--- src/rtl/uart_rx_fifo_pkg.sv ---
// Shared constants for the UART receive-side buffer.
// The receiver uses the same byte width, synchroniser depth and idle levels.
package uart_rx_fifo_pkg;

    localparam int unsigned UART_DATA_W      = 8;
    localparam int unsigned UART_SYNC_STAGES = 2;
    localparam int unsigned FIFO_DEPTH       = 16;

    // Idle levels of the receiver handshake lines.
    localparam logic RX_COMPLETE_IDLE = 1'b1;
    localparam logic RX_ERROR_IDLE    = 1'b0;

endpackage : uart_rx_fifo_pkg

--- src/rtl/uart_sync_ff.sv ---
// Single-bit synchroniser chain for asynchronous control inputs.
// Ports:
//   clk   - destination clock
//   rst_n - asynchronous reset, active low; every stage resets to RST_VAL
//   d     - asynchronous input
//   q     - synchronised output (last stage)
module uart_sync_ff #(
    parameter int unsigned STAGES  = 2,
    parameter logic        RST_VAL = 1'b0
) (
    input  logic clk,
    input  logic rst_n,
    input  logic d,
    output logic q
);

    logic [STAGES-1:0] sync_q;
    logic [STAGES-1:0] sync_d;

    // Shift the input in at bit 0; the output is the oldest stage.
    always_comb begin
        sync_d = {sync_q[STAGES-2:0], d};
    end

    always_ff @(posedge clk or negedge rst_n) begin
        if (!rst_n) begin
            sync_q <= {STAGES{RST_VAL}};
        end else begin
            sync_q <= sync_d;
        end
    end

    assign q = sync_q[STAGES-1];

endmodule : uart_sync_ff

--- src/rtl/uart_rx_fifo.sv ---
// Receive-side buffer behind the UART receiver: brings each completed byte
// into the system clock domain and stores it in a first-word-fall-through
// FIFO, with sticky framing-error and overflow flags.
// Ports:
//   clk, rst_n   - system clock, asynchronous active-low reset
//   rx_data      - byte from the receiver (stable bus, qualified by the strobe)
//   rx_complete  - active-low byte strobe; falling edge marks a new byte
//   rx_error     - receiver error level
//   rd_en        - pop the head entry (ignored while empty)
//   err_clr      - clear err_flag and overflow
//   rd_data      - head entry, valid while empty=0
//   empty, full, count - FIFO occupancy
//   err_flag     - sticky, set on a synchronised rising edge of rx_error
//   overflow     - sticky, set when a byte is dropped because the FIFO is full
module uart_rx_fifo
    import uart_rx_fifo_pkg::*;
#(
    parameter int unsigned DATA_W      = UART_DATA_W,
    parameter int unsigned DEPTH       = FIFO_DEPTH,
    parameter int unsigned ADDR_W      = $clog2(DEPTH),
    parameter int unsigned SYNC_STAGES = UART_SYNC_STAGES
) (
    input  logic              clk,
    input  logic              rst_n,
    input  logic [DATA_W-1:0] rx_data,
    input  logic              rx_complete,
    input  logic              rx_error,
    input  logic              rd_en,
    input  logic              err_clr,
    output logic [DATA_W-1:0] rd_data,
    output logic              empty,
    output logic              full,
    output logic [ADDR_W:0]   count,
    output logic              err_flag,
    output logic              overflow
);

    localparam int unsigned CNT_W = ADDR_W + 1;

    logic cpl_sync;
    logic err_sync;

    uart_sync_ff #(
        .STAGES  (SYNC_STAGES),
        .RST_VAL (RX_COMPLETE_IDLE)
    ) u_sync_cpl (
        .clk   (clk),
        .rst_n (rst_n),
        .d     (rx_complete),
        .q     (cpl_sync)
    );

    uart_sync_ff #(
        .STAGES  (SYNC_STAGES),
        .RST_VAL (RX_ERROR_IDLE)
    ) u_sync_err (
        .clk   (clk),
        .rst_n (rst_n),
        .d     (rx_error),
        .q     (err_sync)
    );

    logic              cpl_prev_q, cpl_prev_d;
    logic              err_prev_q, err_prev_d;
    logic [DATA_W-1:0] cap_data_q, cap_data_d;
    logic              push_q, push_d;
    logic [ADDR_W-1:0] wr_ptr_q, wr_ptr_d;
    logic [ADDR_W-1:0] rd_ptr_q, rd_ptr_d;
    logic [CNT_W-1:0]  count_q, count_d;
    logic              err_flag_q, err_flag_d;
    logic              overflow_q, overflow_d;
    logic [DATA_W-1:0] mem_q [DEPTH];

    logic fall_det;
    logic rise_det;
    logic empty_c;
    logic full_c;
    logic do_push;
    logic do_pop;

    assign empty_c = (count_q == '0);
    assign full_c  = (count_q == CNT_W'(DEPTH));

    // Edge detection, capture, pointer/count and sticky flag next-state.
    always_comb begin
        cpl_prev_d = cpl_sync;
        err_prev_d = err_sync;
        cap_data_d = cap_data_q;
        push_d     = 1'b0;
        wr_ptr_d   = wr_ptr_q;
        rd_ptr_d   = rd_ptr_q;
        count_d    = count_q;
        err_flag_d = err_flag_q;
        overflow_d = overflow_q;

        fall_det = cpl_prev_q & ~cpl_sync;
        rise_det = ~err_prev_q & err_sync;

        // rx_data is held stable by the receiver, so it is sampled directly.
        if (fall_det) begin
            cap_data_d = rx_data;
            push_d     = 1'b1;
        end

        do_pop  = rd_en & ~empty_c;
        // A pop frees the slot in the same cycle, so push-while-full is legal with rd_en.
        do_push = push_q & (~full_c | do_pop);

        if (do_push) begin
            wr_ptr_d = wr_ptr_q + ADDR_W'(1);
        end
        if (do_pop) begin
            rd_ptr_d = rd_ptr_q + ADDR_W'(1);
        end
        if (do_push && !do_pop) begin
            count_d = count_q + CNT_W'(1);
        end else if (do_pop && !do_push) begin
            count_d = count_q - CNT_W'(1);
        end

        // Set events take priority over a simultaneous clear.
        if (err_clr) begin
            err_flag_d = 1'b0;
            overflow_d = 1'b0;
        end
        if (rise_det) begin
            err_flag_d = 1'b1;
        end
        if (push_q && !do_push) begin
            overflow_d = 1'b1;
        end
    end

    always_ff @(posedge clk or negedge rst_n) begin
        if (!rst_n) begin
            cpl_prev_q <= RX_COMPLETE_IDLE;
            err_prev_q <= RX_ERROR_IDLE;
            cap_data_q <= '0;
            push_q     <= 1'b0;
            wr_ptr_q   <= '0;
            rd_ptr_q   <= '0;
            count_q    <= '0;
            err_flag_q <= 1'b0;
            overflow_q <= 1'b0;
        end else begin
            cpl_prev_q <= cpl_prev_d;
            err_prev_q <= err_prev_d;
            cap_data_q <= cap_data_d;
            push_q     <= push_d;
            wr_ptr_q   <= wr_ptr_d;
            rd_ptr_q   <= rd_ptr_d;
            count_q    <= count_d;
            err_flag_q <= err_flag_d;
            overflow_q <= overflow_d;
        end
    end

    // Storage has no reset; contents are only visible through count-qualified reads.
    always_ff @(posedge clk) begin
        if (do_push) begin
            mem_q[wr_ptr_q] <= cap_data_q;
        end
    end

    // FWFT head; forced to zero while empty so reset shows a clean bus.
    assign rd_data  = empty_c ? '0 : mem_q[rd_ptr_q];
    assign empty    = empty_c;
    assign full     = full_c;
    assign count    = count_q;
    assign err_flag = err_flag_q;
    assign overflow = overflow_q;

endmodule : uart_rx_fifo

--- config.mk ---
export PLATFORM = sky130hd
export DESIGN_NAME = uart_rx_fifo
export DESIGN_NICKNAME = d
export VERILOG_FILES = /design/src/rtl/uart_rx_fifo_pkg.sv /design/src/rtl/uart_sync_ff.sv /design/src/rtl/uart_rx_fifo.sv
export SDC_FILE = /design/constraint.sdc
export NUM_CORES = 1
export LEC_CHECK = 0
export ABC_CLOCK_PERIOD_IN_PS = 3000
export CORE_MARGIN = 2
export CORE_UTILIZATION = 52
export CTS_CLUSTER_SIZE = 24
export DETAILED_ROUTE_END_ITERATION = 8
export GPL_ROUTABILITY_DRIVEN = 0
export PLACE_DENSITY = 0.7
export SETUP_SLACK_MARGIN = 0.2
export SLEW_MARGIN = 10
export SYNTH_ARGS = -nofsm -noshare
export SYNTH_HDL_FRONTEND = slang
export SYNTH_HIERARCHICAL = 1
export SYNTH_SLANG_ARGS = --single-unit
--- constraint.sdc ---
create_clock -name clk -period 3 [get_ports clk]
set_input_delay 0.6 -clock clk [delete_from_list [all_inputs] [get_ports clk]]
set_output_delay 0.6 -clock clk [all_outputs]
set_load 0.01 [all_outputs]
# After elaboration in Yosys (flattened, before gate mapping)
# Memories as Yosys holds them, arrays and structs flattened.
# Index checks and enable logic that the tools add are counted.
# totals
regBits,30
mem_count,1
mem_bits_rw,128
input_bits,14
word_cells,44
# mem_list
name,depth,word_bits,rd,rd_clocked_by_memory_dff,wr,line,rtl
mem_q,16,8,1,0,1,uart_rx_fifo.sv:72,logic [DATA_W-1:0] mem_q [DEPTH];
# op_classes
reduce_logical,9
bitwise,9
add_sub_neg,4
eq_ne,1
n_mux,9
# ops
cell,count
$mux 5,2
$add 4x1->4 const B,2
$mux 8,1
$mux 1,6
$reduce_bool 2->1,3
$add 5x1->5 const B,1
$eq 5x5->1 const B,1
$logic_not 5->1,1
$sub 5x1->5 const B,1
$and 1x1->1,4
$not 1->1,4
$logic_and 1x1->1,3
$logic_not 1->1,2
$or 1x1->1,1

# Longest topological paths before layout
# Gate-level depths: netlist of the first run.
# depth
depth_word,9
ltp_mapped,10
ltp_nobuf,10

# By module
# Netlist of the first run, hierarchy kept.
# modules_own_cells
module,cells_per_inst,area_each_um2,instances,seq_area_each_um2
uart_rx_fifo,326,6299.8,1,4495.6
uart_sync_ff at u_sync_cpl,2,52.6,1,52.6
uart_sync_ff at u_sync_err,2,50.0,1,50.0

# Worst setup path after synthesis of the first run
# Ideal clock, no wire load.
# synth_path
path_type,register to register
from,register count_q[0] (netlist: count[0])
to,register count_q[4] (netlist: count[4])
arrival_time_ns,2.494
setup_time_ns,0.136
synth_period_minus_slack_ns,2.630
path_slack_ns,0.370
path_buffers,0
path_stages_with_launch,10
cell_sequence,dfrtp_1 -> nor4_2 -> nand2b_1 -> nand2_1 -> ha_1 -> inv_1 -> fa_1 -> a21o_1 -> a2111oi_0 -> o31ai_1
# synth_between
elab_chain_len,8
word_cells_on_any_way,16
# synth_lines
item,line,rtl
start: declaration,uart_rx_fifo.sv:69,"logic [CNT_W-1:0] count_q, count_d;"
start signal: assignment,uart_rx_fifo.sv:152,count_q <= count_d;
$logic_not 5->1,uart_rx_fifo.sv:81,assign empty_c = (count_q == '0);
$not 1->1,uart_rx_fifo.sv:105,do_pop = rd_en & ~empty_c;
$and 1x1->1,uart_rx_fifo.sv:105,
$or 1x1->1,uart_rx_fifo.sv:107,do_push = push_q & (~full_c | do_pop);
$and 1x1->1,uart_rx_fifo.sv:107,
$logic_not 1->1,uart_rx_fifo.sv:117,end else if (do_pop && !do_push) begin
$logic_and 1x1->1,uart_rx_fifo.sv:117,
$reduce_bool 2->1 (no source line),-,
# Several ways; a longest one is shown, not always the timed one. The select of a mux whose other input is x is not followed.
# A chain may end at the register's enable or synchronous reset.

# Worst setup path in the final report of the first run
# layout_path
from,register rd_ptr_q[1]
to,output port rd_data[5]
# layout_between
elab_chain_len,2
# layout_lines
item,line,rtl
start: declaration,uart_rx_fifo.sv:68,"logic [ADDR_W-1:0] rd_ptr_q, rd_ptr_d;"
start signal: assignment,uart_rx_fifo.sv:151,rd_ptr_q <= rd_ptr_d;
$mem_v2 16x8,-,
$mux 8,uart_rx_fifo.sv:166,assign rd_data = empty_c ? '0 : mem_q[rd_ptr_q];
end: declaration,uart_rx_fifo.sv:30,"output logic [DATA_W-1:0] rd_data,"
# No other way between the ends.

==> results by group, run 1 <==
Floorplanning
  – Die width: 115 microns
  – Die Area: 13200 sq um
  – CORE AREA: 12000 sq um
  – Initial core utilization: 53.3%
  – Row count: 40
  – Die Ht: 115 microns
  – Boundary pin count: 31

Routing
  – DR DRC count: 0
  – Remaining antenna violation count after routing: 0
  – Via/cell ratio: 5.64
  – Iter 0 DRT Violations: 271
  – Routed via count: 3164
  – WL/cell: 21.8 microns
  – 1st-pass router iterations: 5
  – Routed wire length: 12200 microns

STA
  – RSZ-0062 raised after global routing: yes
  – Worst hold slack: 357 ps
  – Worst Clk Skew: 10.3 ps
  – Rel. slew slack: 48.7%
  – Final period util: 97.8%
  – FMAX: 341 MHz
  – Final hold violations: 0
  – Post-layout min period: 2930 ps
  – Final Max Tran Viols: 0
  – Final worst slack: 65.7 ps
  – Worst slew pin tran: 767 ps
  – Setup violations, final: 0

Power and ir drop
  – Power share of the combinational group: 32.2%
  – Int Pwr: 5.26 mW
  – Sw frac: 29.4%
  – Sw Pwr: 2.19 mW
  – Clock share of power: 28.4%
  – Flop pwr share: 39.4%
  – Pwr/cell area: 963 nW/um^2
  – Cell leakage power: 2.79 nW
  – Worst vdd ir: 0.494 mV

Yosys
  – Largest area contributor in the netlist: edfxtp_1
  – Area contributors post-synth: edfxtp_1 60%, dfrtp_1 11%, mux4_2 8.1%
  – Ys flop type: edfxtp_1
  – Yosys reg bits: 158
  – Mean Syn Cell Area: 19.4 sq um
  – Yosys warnings: 6
  – Sequential fraction of the synthesis area: 71.8%
  – Number of synthesized flops with an enable pin: 128
  – Count leader, synth: edfxtp_1
  – Top post-synthesis cells by count: 128 x edfxtp_1, 27 x dfrtp_1, 23 x mux4_2
  – Synthesized Nets: 354
  – Syn Inst Count: 330
  – Post-synthesis cell area: 6400 sq um
  – Asr flop ratio synth: 19.0%
  – Unique masters post-synth: 42
  – Yosys top cell area share: 60.0%

CTS
  – CTS Buffer Depth: 2
  – Cts hold-fix bufs: 0
  – # H-tree levels: 4
  – Root buf cell: clkbuf_16
  – Worst-Skew Late Latency: 420 ps
  – TritonCTS clock tree: done
  – Num CTS Buffers: 17
  – Clock slew at reported path FFs: 60 ps
  – Clk sink count: 158

Critical path
  – CP Max Fanout: 6
  – Reg2reg end: count[4]
  – WP data arrival: 2330 ps
  – Worst EP required: 2400 ps
  – Worst setup startpoint: rd_ptr_q[1]
  – Worst setup endpoint: rd_data[5]
  – Reg-to-Reg Start: count[0]
  – CP startpoint kind: register
  – Reg2Reg Depth: 10
  – Reg2reg setup slack: 390 ps
  – Worst setup path category: reg -> out
  – Worst Setup End Kind: output pin

Global route
  – Pin count of the biggest net entering global routing: 31
  – Aggregate global routing overflow: 0
  – Antenna violations before repair: 0
  – First-pass GRT wire length: 18500 microns
  – Vias in the first global route: 3295
  – Total GRT Usage: 19.7%

Cells and area
  – Ant diodes: 0
  – Nets: 425
  – Fin area: 7740 sq um
  – Syn-to-layout area delta: 20.9%
  – Post-layout util: 64.5%
  – Ratio of cells with drive above 1 in the final layout: 31.4%

Min path
  – Worst hold path depth: 0
  – Hold Crit Class: reg -> reg

Placed design
  – I/O Buffers: 30
  – Placement Setup Slack: -44.6 ps
  – Placed Area: 6960 sq um
  – Final HPWL DP: 7310 microns

Job
  – Max_cap viols: 0

Run status
  – Status: completed
## placed cells by master, fill, tap and decap left out, types with 9 or more instances in the layout
master           count
buf_4               29
nand2_1             10
mux4_2              29
mux2_1              10
clkdlybuf4s50_1     22
ha_1                 9
clkbuf_16           22
a21oi_1             10
nor2_1              12
edfxtp_1           128
dfrtp_1             23
## worst min-delay path by stage
| stage | startpoint | end | slack [ps] |
|---|---|---|---|
| floorplan | rst_n | cap_data_q[0] | 300 |
| global placement | u_sync_err/sync_q[0] | u_sync_err/sync_q[1] | 340 |
| detailed placement | u_sync_err/sync_q[0] | u_sync_err/sync_q[1] | 340 |
| CTS | u_sync_cpl/sync_q[0] | u_sync_cpl/sync_q[1] | 360 |
| global route | u_sync_err/sync_q[0] | u_sync_err/sync_q[1] | 360 |
| finish | u_sync_cpl/sync_q[0] | u_sync_cpl/sync_q[1] | 360 |
## what timing repair did
item | CTS | global route
resized for setup | 42 | 22
buffers inserted | 6 | 5
setup endpoints to repair | 10 | 10
pin swaps | 1 | 1
cloned | 1 | 1
## per-stage QoR
| step | power (mW) | TNS (ps) | instances |
|---|---|---|---|
| after CTS | 7.27 | 0 | 555 |
| after global routing | 7.80 | -5.06 | 561 |
| after detailed placement | 5.08 | -44.6 | 516 |
| final | 7.45 | 0 | 561 |
| after global placement | 5.02 | 0 | 516 |
| after floorplan | 4.35 | 0 | 330 |
## cells by family (layout without fill, tap and decap cells)
logic type,count (synthesis),in the layout,share of synthesized area (%)
adder cells (fa/ha/maj),10,10,2.07
buffers and inverters,25,109,2.89
flip-flops,158,158,71.8
multiplexers,59,59,16.4
AND/OR/NAND/NOR,40,40,2.93
XOR/XNOR,9,9,1.23
AO/OA/AOI/OAI,29,29,2.70
## metal layers
layer	up-vias	part of all wire, %	wire length, microns	GRT usage [%]
li1	1444	-	-	-
met2	96	48	5910	30.6
met1	1608	45	5440	27.6
met4	0	1.7	213	7.47
met3	16	5.2	638	4.74
met5	-	0	0	0
## registers in the layout, summed over array words and instances, names as in the netlist
signal	cells
cap_data_q	8
count	5
cpl_prev_q	1
err_flag	1
err_prev_q	1
mem_q	128
overflow	1
push_q	1
rd_ptr_q	4
u_sync_cpl/sync_q	2
u_sync_err/sync_q	2
wr_ptr_q	4
## power groups by stage
stage | clock [mW] | sequential (mW) | combinational, mW
floorplan | 0 | 2.82 | 1.53
global placement | 0 | 2.94 | 2.08
detailed placement | 0 | 2.96 | 2.12
CTS | 2.14 | 2.94 | 2.20
global route | 2.22 | 2.98 | 2.60
finish | 2.12 | 2.94 | 2.40
## area by class of cell
type	count	area, sq um
flip-flops and latches	158	4600
clock buffers	26	558
multi-input cells	147	1660
clock inverters	6	41.3
inverters	8	30.0
fillers	819	4270
well taps	147	184
repair buffers	69	668
## critical path, stage by stage (launching register included)
cell and delay (ps):
dfrtp_2 430, buf_12 150, buf_4 120, mux4_2 530, mux2_4 290, o21ai_1 120, a21oi_1 70, buf_2 190
No activity file was read; power rests on OpenSTA's default activity.
==> inputs of run 2 (changes only) <==
- CAP_MARGIN: unset -> 20
- GPL_ROUTABILITY_DRIVEN: 0 -> unset
- PLACE_DENSITY: 0.7 -> unset
- PLACE_DENSITY_LB_ADDON: unset -> 0.25
==> results by group, run 2 (same netlist as run 1, synthesis figures left out) <==
Cells and area
  – Ant diodes: 0 (unchanged)
  – Layout Cells excl Fill: 555 (was 561)
  – Fin area: 7600 sq um (was 7740 sq um)
  – Post-layout util: 63.3% (was 64.5%)
  – Fillers: 844 (was 819)
  – Ratio of cells with drive above 1 in the final layout: 29.4% (was 31.4%)
  – Commonest non-fill, non-tap cell in the layout: edfxtp_1 (unchanged)
  – Register Area: 4600 sq um (about the same)
  – Max reg flops: 128 (unchanged)
  – Largest Register: mem_q (unchanged)
  – Syn-to-layout area delta: 18.8% (was 20.9%)
  – Area of the multi-input gates: 1670 sq um (was 1660 sq um)
  – Most frequent cells in the layout: 128 x edfxtp_1, 31 x mux4_2, 27 x buf_4 (was 128 x edfxtp_1, 29 x mux4_2, 29 x buf_4)
  – Nets: 419 (was 425)

CTS
  – Root buf cell: clkbuf_16 (unchanged)
  – # H-tree levels: 4 (unchanged)
  – Worst-Skew Late Latency: 420 ps (about the same)
  – CTS Buffer Depth: 2 (unchanged)
  – Clock slew at reported path FFs: 60 ps (about the same)
  – TritonCTS clock tree: done (unchanged)
  – Num CTS Buffers: 17 (unchanged)
  – Clk sink count: 158 (unchanged)

STA
  – Worst Clk Skew: 7.24 ps (was 10.3 ps)
  – Final hold violations: 0 (unchanged)
  – Post-layout min period: 2840 ps (was 2930 ps)
  – Setup violations, final: 0 (unchanged)
  – Final Max Tran Viols: 0 (unchanged)
  – Total negative slack: 0 ps (unchanged)
  – RSZ-0062 raised after global routing: yes (unchanged)
  – Worst slew pin tran: 788 ps (was 767 ps)
  – FMAX: 352 MHz (was 341 MHz)
  – Worst hold slack: 356 ps (was 357 ps)
  – Rel. slew slack: 47.4% (was 48.7%)
  – Final period util: 94.8% (was 97.8%)

Critical path
  – CP max stage delay: 520 ps (was 530 ps)
  – Max stage delay cell, worst path: mux4_2 (unchanged)
  – Worst setup path category: reg -> out (unchanged)
  – Worst EP required: 2400 ps (about the same)
  – CP Cell Sequence: buf_12 > buf_16 > mux4_2 > mux2_4 > o21ai_2 > a21oi_2 > buf_2 (was buf_12 > buf_4 > mux4_2 > mux2_4 > o21ai_1 > a21oi_1 > buf_2)
  – CP startpoint kind: register (unchanged)
  – Reg-to-Reg Start: count[2] (was count[0])
  – CP Max Fanout: 6 (unchanged)
  – Reg2reg end: count[4] (unchanged)
  – Worst Setup End Kind: output pin (unchanged)
  – WP data arrival: 2240 ps (was 2330 ps)
  – Reg2Reg Depth: 9 (was 10)
  – Reg2reg setup slack: 310 ps (was 390 ps)
  – Worst setup endpoint: rd_data[5] (unchanged)
  – Worst setup startpoint: rd_ptr_q[1] (unchanged)

Job
  – Max_cap viols: 0 (unchanged)

Run status
  – Status: completed (unchanged)

Routing
  – 1st-pass router iterations: 4 (was 5)
  – WL/cell: 20.8 microns (was 21.8 microns)
  – Routed wire length: 11500 microns (was 12200 microns)
  – Iter 0 DRT Violations: 257 (was 271)
  – Routed via count: 3143 (was 3164)
  – Via/cell ratio: 5.66 (was 5.64)
  – DR DRC count: 0 (unchanged)
  – Remaining antenna violation count after routing: 0 (unchanged)

Placed design
  – I/O Buffers: 30 (unchanged)
  – Dpl cells: 517 (was 516)
  – Placed Area: 6960 sq um (about the same)
  – Routability-driven placement congestion ratio: 0.730
  – Final HPWL DP: 7140 microns (was 7310 microns)

Min path
  – Hold Crit Class: reg -> reg (unchanged)
  – Worst hold path depth: 0 (unchanged)

Floorplanning
  – Boundary pin count: 31 (unchanged)
  – Die width: 115 microns (unchanged)
  – Die Area: 13200 sq um (unchanged)
  – Die Ht: 115 microns (unchanged)
  – CORE AREA: 12000 sq um (unchanged)
  – Initial core utilization: 53.3% (unchanged)
  – Row count: 40 (unchanged)

Global route
  – Antenna violations before repair: 0 (unchanged)
  – Aggregate global routing overflow: 0 (unchanged)
  – First-pass GRT wire length: 17900 microns (was 18500 microns)
  – Total GRT Usage: 19.4% (was 19.7%)
  – Pin count of the biggest net entering global routing: 31 (unchanged)
  – Vias in the first global route: 3185 (was 3295)

Power and ir drop
  – Worst vdd ir: 0.472 mV (was 0.494 mV)
  – Cell leakage power: 2.70 nW (was 2.79 nW)
  – Pwr/cell area: 944 nW/um^2 (was 963 nW/um^2)
run 2: cell count changes in the layout (fill, tap and decap cells not counted), sizes merged:
cell	previous run	this run
clkbuf	27	21
clkinv	3	9
buf	45	41
inv	11	8
bufinv	0	2
bufbuf	1	0
run 2: per-stage QoR:
stage	worst slack [ps]	total power, mW
floorplan	370	4.35
global placement	116	5.01
detailed placement	11.1	5.06
CTS	118	7.15
global route	72.3	7.53
finish	156	7.18
run 2: how the worst min path moves through the flow:
stage	from	to	slack, ps
finish	u_sync_err/sync_q[0]	u_sync_err/sync_q[1]	360
global route	u_sync_cpl/sync_q[0]	u_sync_cpl/sync_q[1]	370
CTS	u_sync_err/sync_q[0]	u_sync_err/sync_q[1]	360
detailed placement	u_sync_err/sync_q[0]	u_sync_err/sync_q[1]	340
global placement	u_sync_err/sync_q[0]	u_sync_err/sync_q[1]	340
floorplan	rst_n	cap_data_q[0]	300
run 2: layout make-up:
class                      count  area share, %
clock inverter                11           1.30
timing repair buffer          63           7.70
clock buffer                  21           5.79
inverter                       8          0.395
multi-input combinational    147           21.9
sequential                   158           60.5
tap                          147           2.42
run 2: power breakdown:
part	internal, mW	leakage [nW]	switching, mW
clock network	1.20	0.266	0.758
registers	2.64	1.51	0.290
logic	1.24	0.925	1.05
total	5.08	2.70	2.10
run 2: worst max-delay path: cells and delay by family, from the launching register on:
kind	cells	cell delay, ps
buffers and inverters	3	420
AO/OA/AOI/OAI	2	190
flip-flops	1	410
multiplexers	2	820
run 2: what timing repair did:
action / CTS / global route
gates resized for setup: 49 / 14
pin swaps: 0 / 1
gates cloned: 1 / 0
hold buffers: 0 / 0
endpoints found under the setup margin: 10 / 10
setup buffers: 3 / 2
run 2: metal layers:
metal  global-route usage (%)  share of wire [%]  up-vias
li1                         -                  -     1429
met1                     26.9                 44     1588
met2                     29.6                 47      111
met3                     4.80                6.8       15
met4                     8.59                2.1        0
met5                        0                  0        -
==> inputs of run 3 (changes only) <==
- DONT_BUFFER_PORTS: unset -> 1
==> results by group, run 3 (same netlist as run 1, synthesis figures left out) <==
Critical path
  – Worst Setup End Kind: register (was output pin)
  – Worst setup endpoint: count[4] (was rd_data[5])
  – Worst EP required: 3300 ps (was 2400 ps)
  – Worst setup startpoint: count[2] (was rd_ptr_q[1])
  – Worst setup path category: reg -> reg (was reg -> out)
  – Crit path depth: 9 (was 7)
  – Reg-to-Reg Start: count[2] (unchanged)
  – CP Cell Sequence: nor4_4 > nand2b_1 > nand2_1 > ha_2 > inv_1 > fa_1 > a21o_1 > a2111oi_1 > o31ai_1 (was buf_12 > buf_16 > mux4_2 > mux2_4 > o21ai_2 > a21oi_2 > buf_2)
  – Reg2Reg Depth: 9 (unchanged)
  – Reg2reg setup slack: 260 ps (was 310 ps)
  – CP Max Fanout: 6 (unchanged)
  – WP data arrival: 3040 ps (was 2240 ps)
  – CP startpoint kind: register (unchanged)
  – Max stage delay cell, worst path: dfrtp_2 (was mux4_2)
  – CP max stage delay: 460 ps (was 520 ps)
  – Buffers & Inverters on Critical Path: 1 (was 3)
  – Reg2reg end: count[4] (unchanged)
  – Top delay family on crit path: compound AO/OA/AOI/OAI gates (was multiplexers)

STA
  – Setup violations, final: 0 (unchanged)
  – Final Max Tran Viols: 0 (unchanged)
  – Post-layout min period: 2740 ps (was 2840 ps)
  – Worst slew pin tran: 760 ps (was 788 ps)
  – FMAX: 365 MHz (was 352 MHz)
  – RSZ-0062 raised after global routing: yes (unchanged)
  – Final hold violations: 0 (unchanged)
  – Rel. slew slack: 49.2% (was 47.4%)
  – Worst hold slack: 167 ps (was 356 ps)
  – Worst Clk Skew: 6.60 ps (was 7.24 ps)
  – Total negative slack: 0 ps (unchanged)
  – Final period util: 91.4% (was 94.8%)

Cells and area
  – Max reg flops: 128 (unchanged)
  – Ant diodes: 0 (unchanged)
  – Largest Register: mem_q (unchanged)
  – Most frequent cells in the layout: 128 x edfxtp_1, 28 x mux4_2, 24 x dfrtp_1 (was 128 x edfxtp_1, 31 x mux4_2, 27 x buf_4)
  – Ratio of cells with drive above 1 in the final layout: 28.2% (was 29.4%)
  – Nets: 384 (was 419)
  – Commonest non-fill, non-tap cell in the layout: edfxtp_1 (unchanged)
  – Syn-to-layout area delta: 14.3% (was 18.8%)

Floorplanning
  – Die width: 115 microns (unchanged)
  – CORE AREA: 12000 sq um (unchanged)
  – Row count: 40 (unchanged)
  – Die Ht: 115 microns (unchanged)
  – Initial core utilization: 53.3% (unchanged)
  – Boundary pin count: 31 (unchanged)
  – Die Area: 13200 sq um (unchanged)

CTS
  – TritonCTS clock tree: done (unchanged)
  – Clock slew at reported path FFs: 60 ps (about the same)
  – Num CTS Buffers: 17 (unchanged)
  – Clk sink count: 158 (unchanged)
  – Worst-Skew Late Latency: 430 ps (was 420 ps)
  – # H-tree levels: 4 (unchanged)
  – CTS Buffer Depth: 2 (unchanged)
  – Root buf cell: clkbuf_16 (unchanged)

Min path
  – Hold Crit Class: in -> reg (was reg -> reg)
  – HP Start: rx_complete (was u_sync_err/sync_q[0])

Global route
  – Pin count of the biggest net entering global routing: 31 (unchanged)
  – First-pass GRT wire length: 18100 microns (was 17900 microns)
  – Antenna violations before repair: 0 (unchanged)
  – Vias in the first global route: 3123 (was 3185)
  – Aggregate global routing overflow: 0 (unchanged)
  – Total GRT Usage: 19.6% (was 19.4%)

Routing
  – WL/cell: 22.8 microns (was 20.8 microns)
  – Via/cell ratio: 5.97 (was 5.66)
  – Remaining antenna violation count after routing: 0 (unchanged)
  – Iter 0 DRT Violations: 247 (was 257)
  – DR DRC count: 0 (unchanged)
  – Routed via count: 3103 (was 3143)
  – 1st-pass router iterations: 4 (unchanged)
  – Routed wire length: 11800 microns (was 11500 microns)

Power and ir drop
  – Worst vdd ir: 0.584 mV (was 0.472 mV)
  – Total power: 6.97 mW (was 7.18 mW)
  – Pwr/cell area: 953 nW/um^2 (was 944 nW/um^2)
  – Cell leakage power: 2.57 nW (was 2.70 nW)

Placed design
  – Routability-driven placement congestion ratio: 0.716 (was 0.730)
  – Final HPWL DP: 7280 microns (was 7140 microns)
  – I/O Buffers: 0 (was 30)

Job
  – Max_cap viols: 0 (unchanged)

Run status
  – Status: completed (unchanged)
==> run 3: cell count changes in the layout (fill, tap and decap cells not counted), moves of 3 or more <==
cell / previous run / this run
mux2_4: 6 / 0
buf_4: 27 / 22
mux2_2: 2 / 8
clkinv_1: 5 / 0
clkbuf_1: 4 / 0
mux4_2: 31 / 28
inv_4: 0 / 4
buf_2: 8 / 0
o21ai_2: 5 / 0
clkbuf_16: 17 / 21
clkdlybuf4s50_1: 22 / 0
o21ai_1: 5 / 10
mux4_1: 1 / 4
==> run 3: timing repair <==
item / CTS / global route
gates cloned: 1 / 0
hold buffers: 2 / 0
setup endpoints to repair: 6 / 6
buffers inserted: 1 / 1
endpoints found under the hold margin: 30 / 0
pin swaps: 0 / 1
gates resized for setup: 4 / 8
==> run 3: cell type report <==
class | instances | area [sq um]
clock buffer | 22 | 539
clock inverter | 10 | 66.3
fill | 882 | 4690
inverter | 8 | 30.0
multi-input combinational | 147 | 1610
sequential | 158 | 4600
tap | 147 | 184
timing repair buffer | 28 | 283
==> run 3: worst min-delay path by stage <==
stage	to	slack, ps	cells past startpoint
final	u_sync_cpl/sync_q[0]	170	0
after global routing	u_sync_cpl/sync_q[0]	150	0
after CTS	u_sync_cpl/sync_q[0]	150	0
after detailed placement	cap_data_q[7]	310	0
after global placement	cap_data_q[3]	310	0
after floorplan	cap_data_q[0]	300	0
==> run 3: layer usage <==
layer	GRT usage [%]	share of wire (%)	vias to the layer above
met5	0	0	-
met1	28.0	46	1626
met4	7.47	1.7	0
met2	28.9	47	91
met3	5.69	5.8	17
li1	-	-	1369
==> run 3: metrics by stage <==
stage	instances	utilization, %	instance area (sq um)	setup WS [ps]
2_1_floorplan	330	-	6400	370
3_3_place_gp	483	55.2	6630	228
3_5_place_dp	483	55.2	6630	125
4_1_cts	519	61.0	7320	180
5_1_grt	520	60.9	7320	170
6_report	520	60.9	7320	259
==> run 3: power breakdown <==
| group | total [mW] | internal, mW | switching, mW |
|---|---|---|---|
| clock network | 2.13 | 1.28 | 0.854 |
| registers | 2.93 | 2.64 | 0.287 |
| logic | 1.91 | 0.949 | 0.964 |
| total | 6.97 | 4.87 | 2.11 |
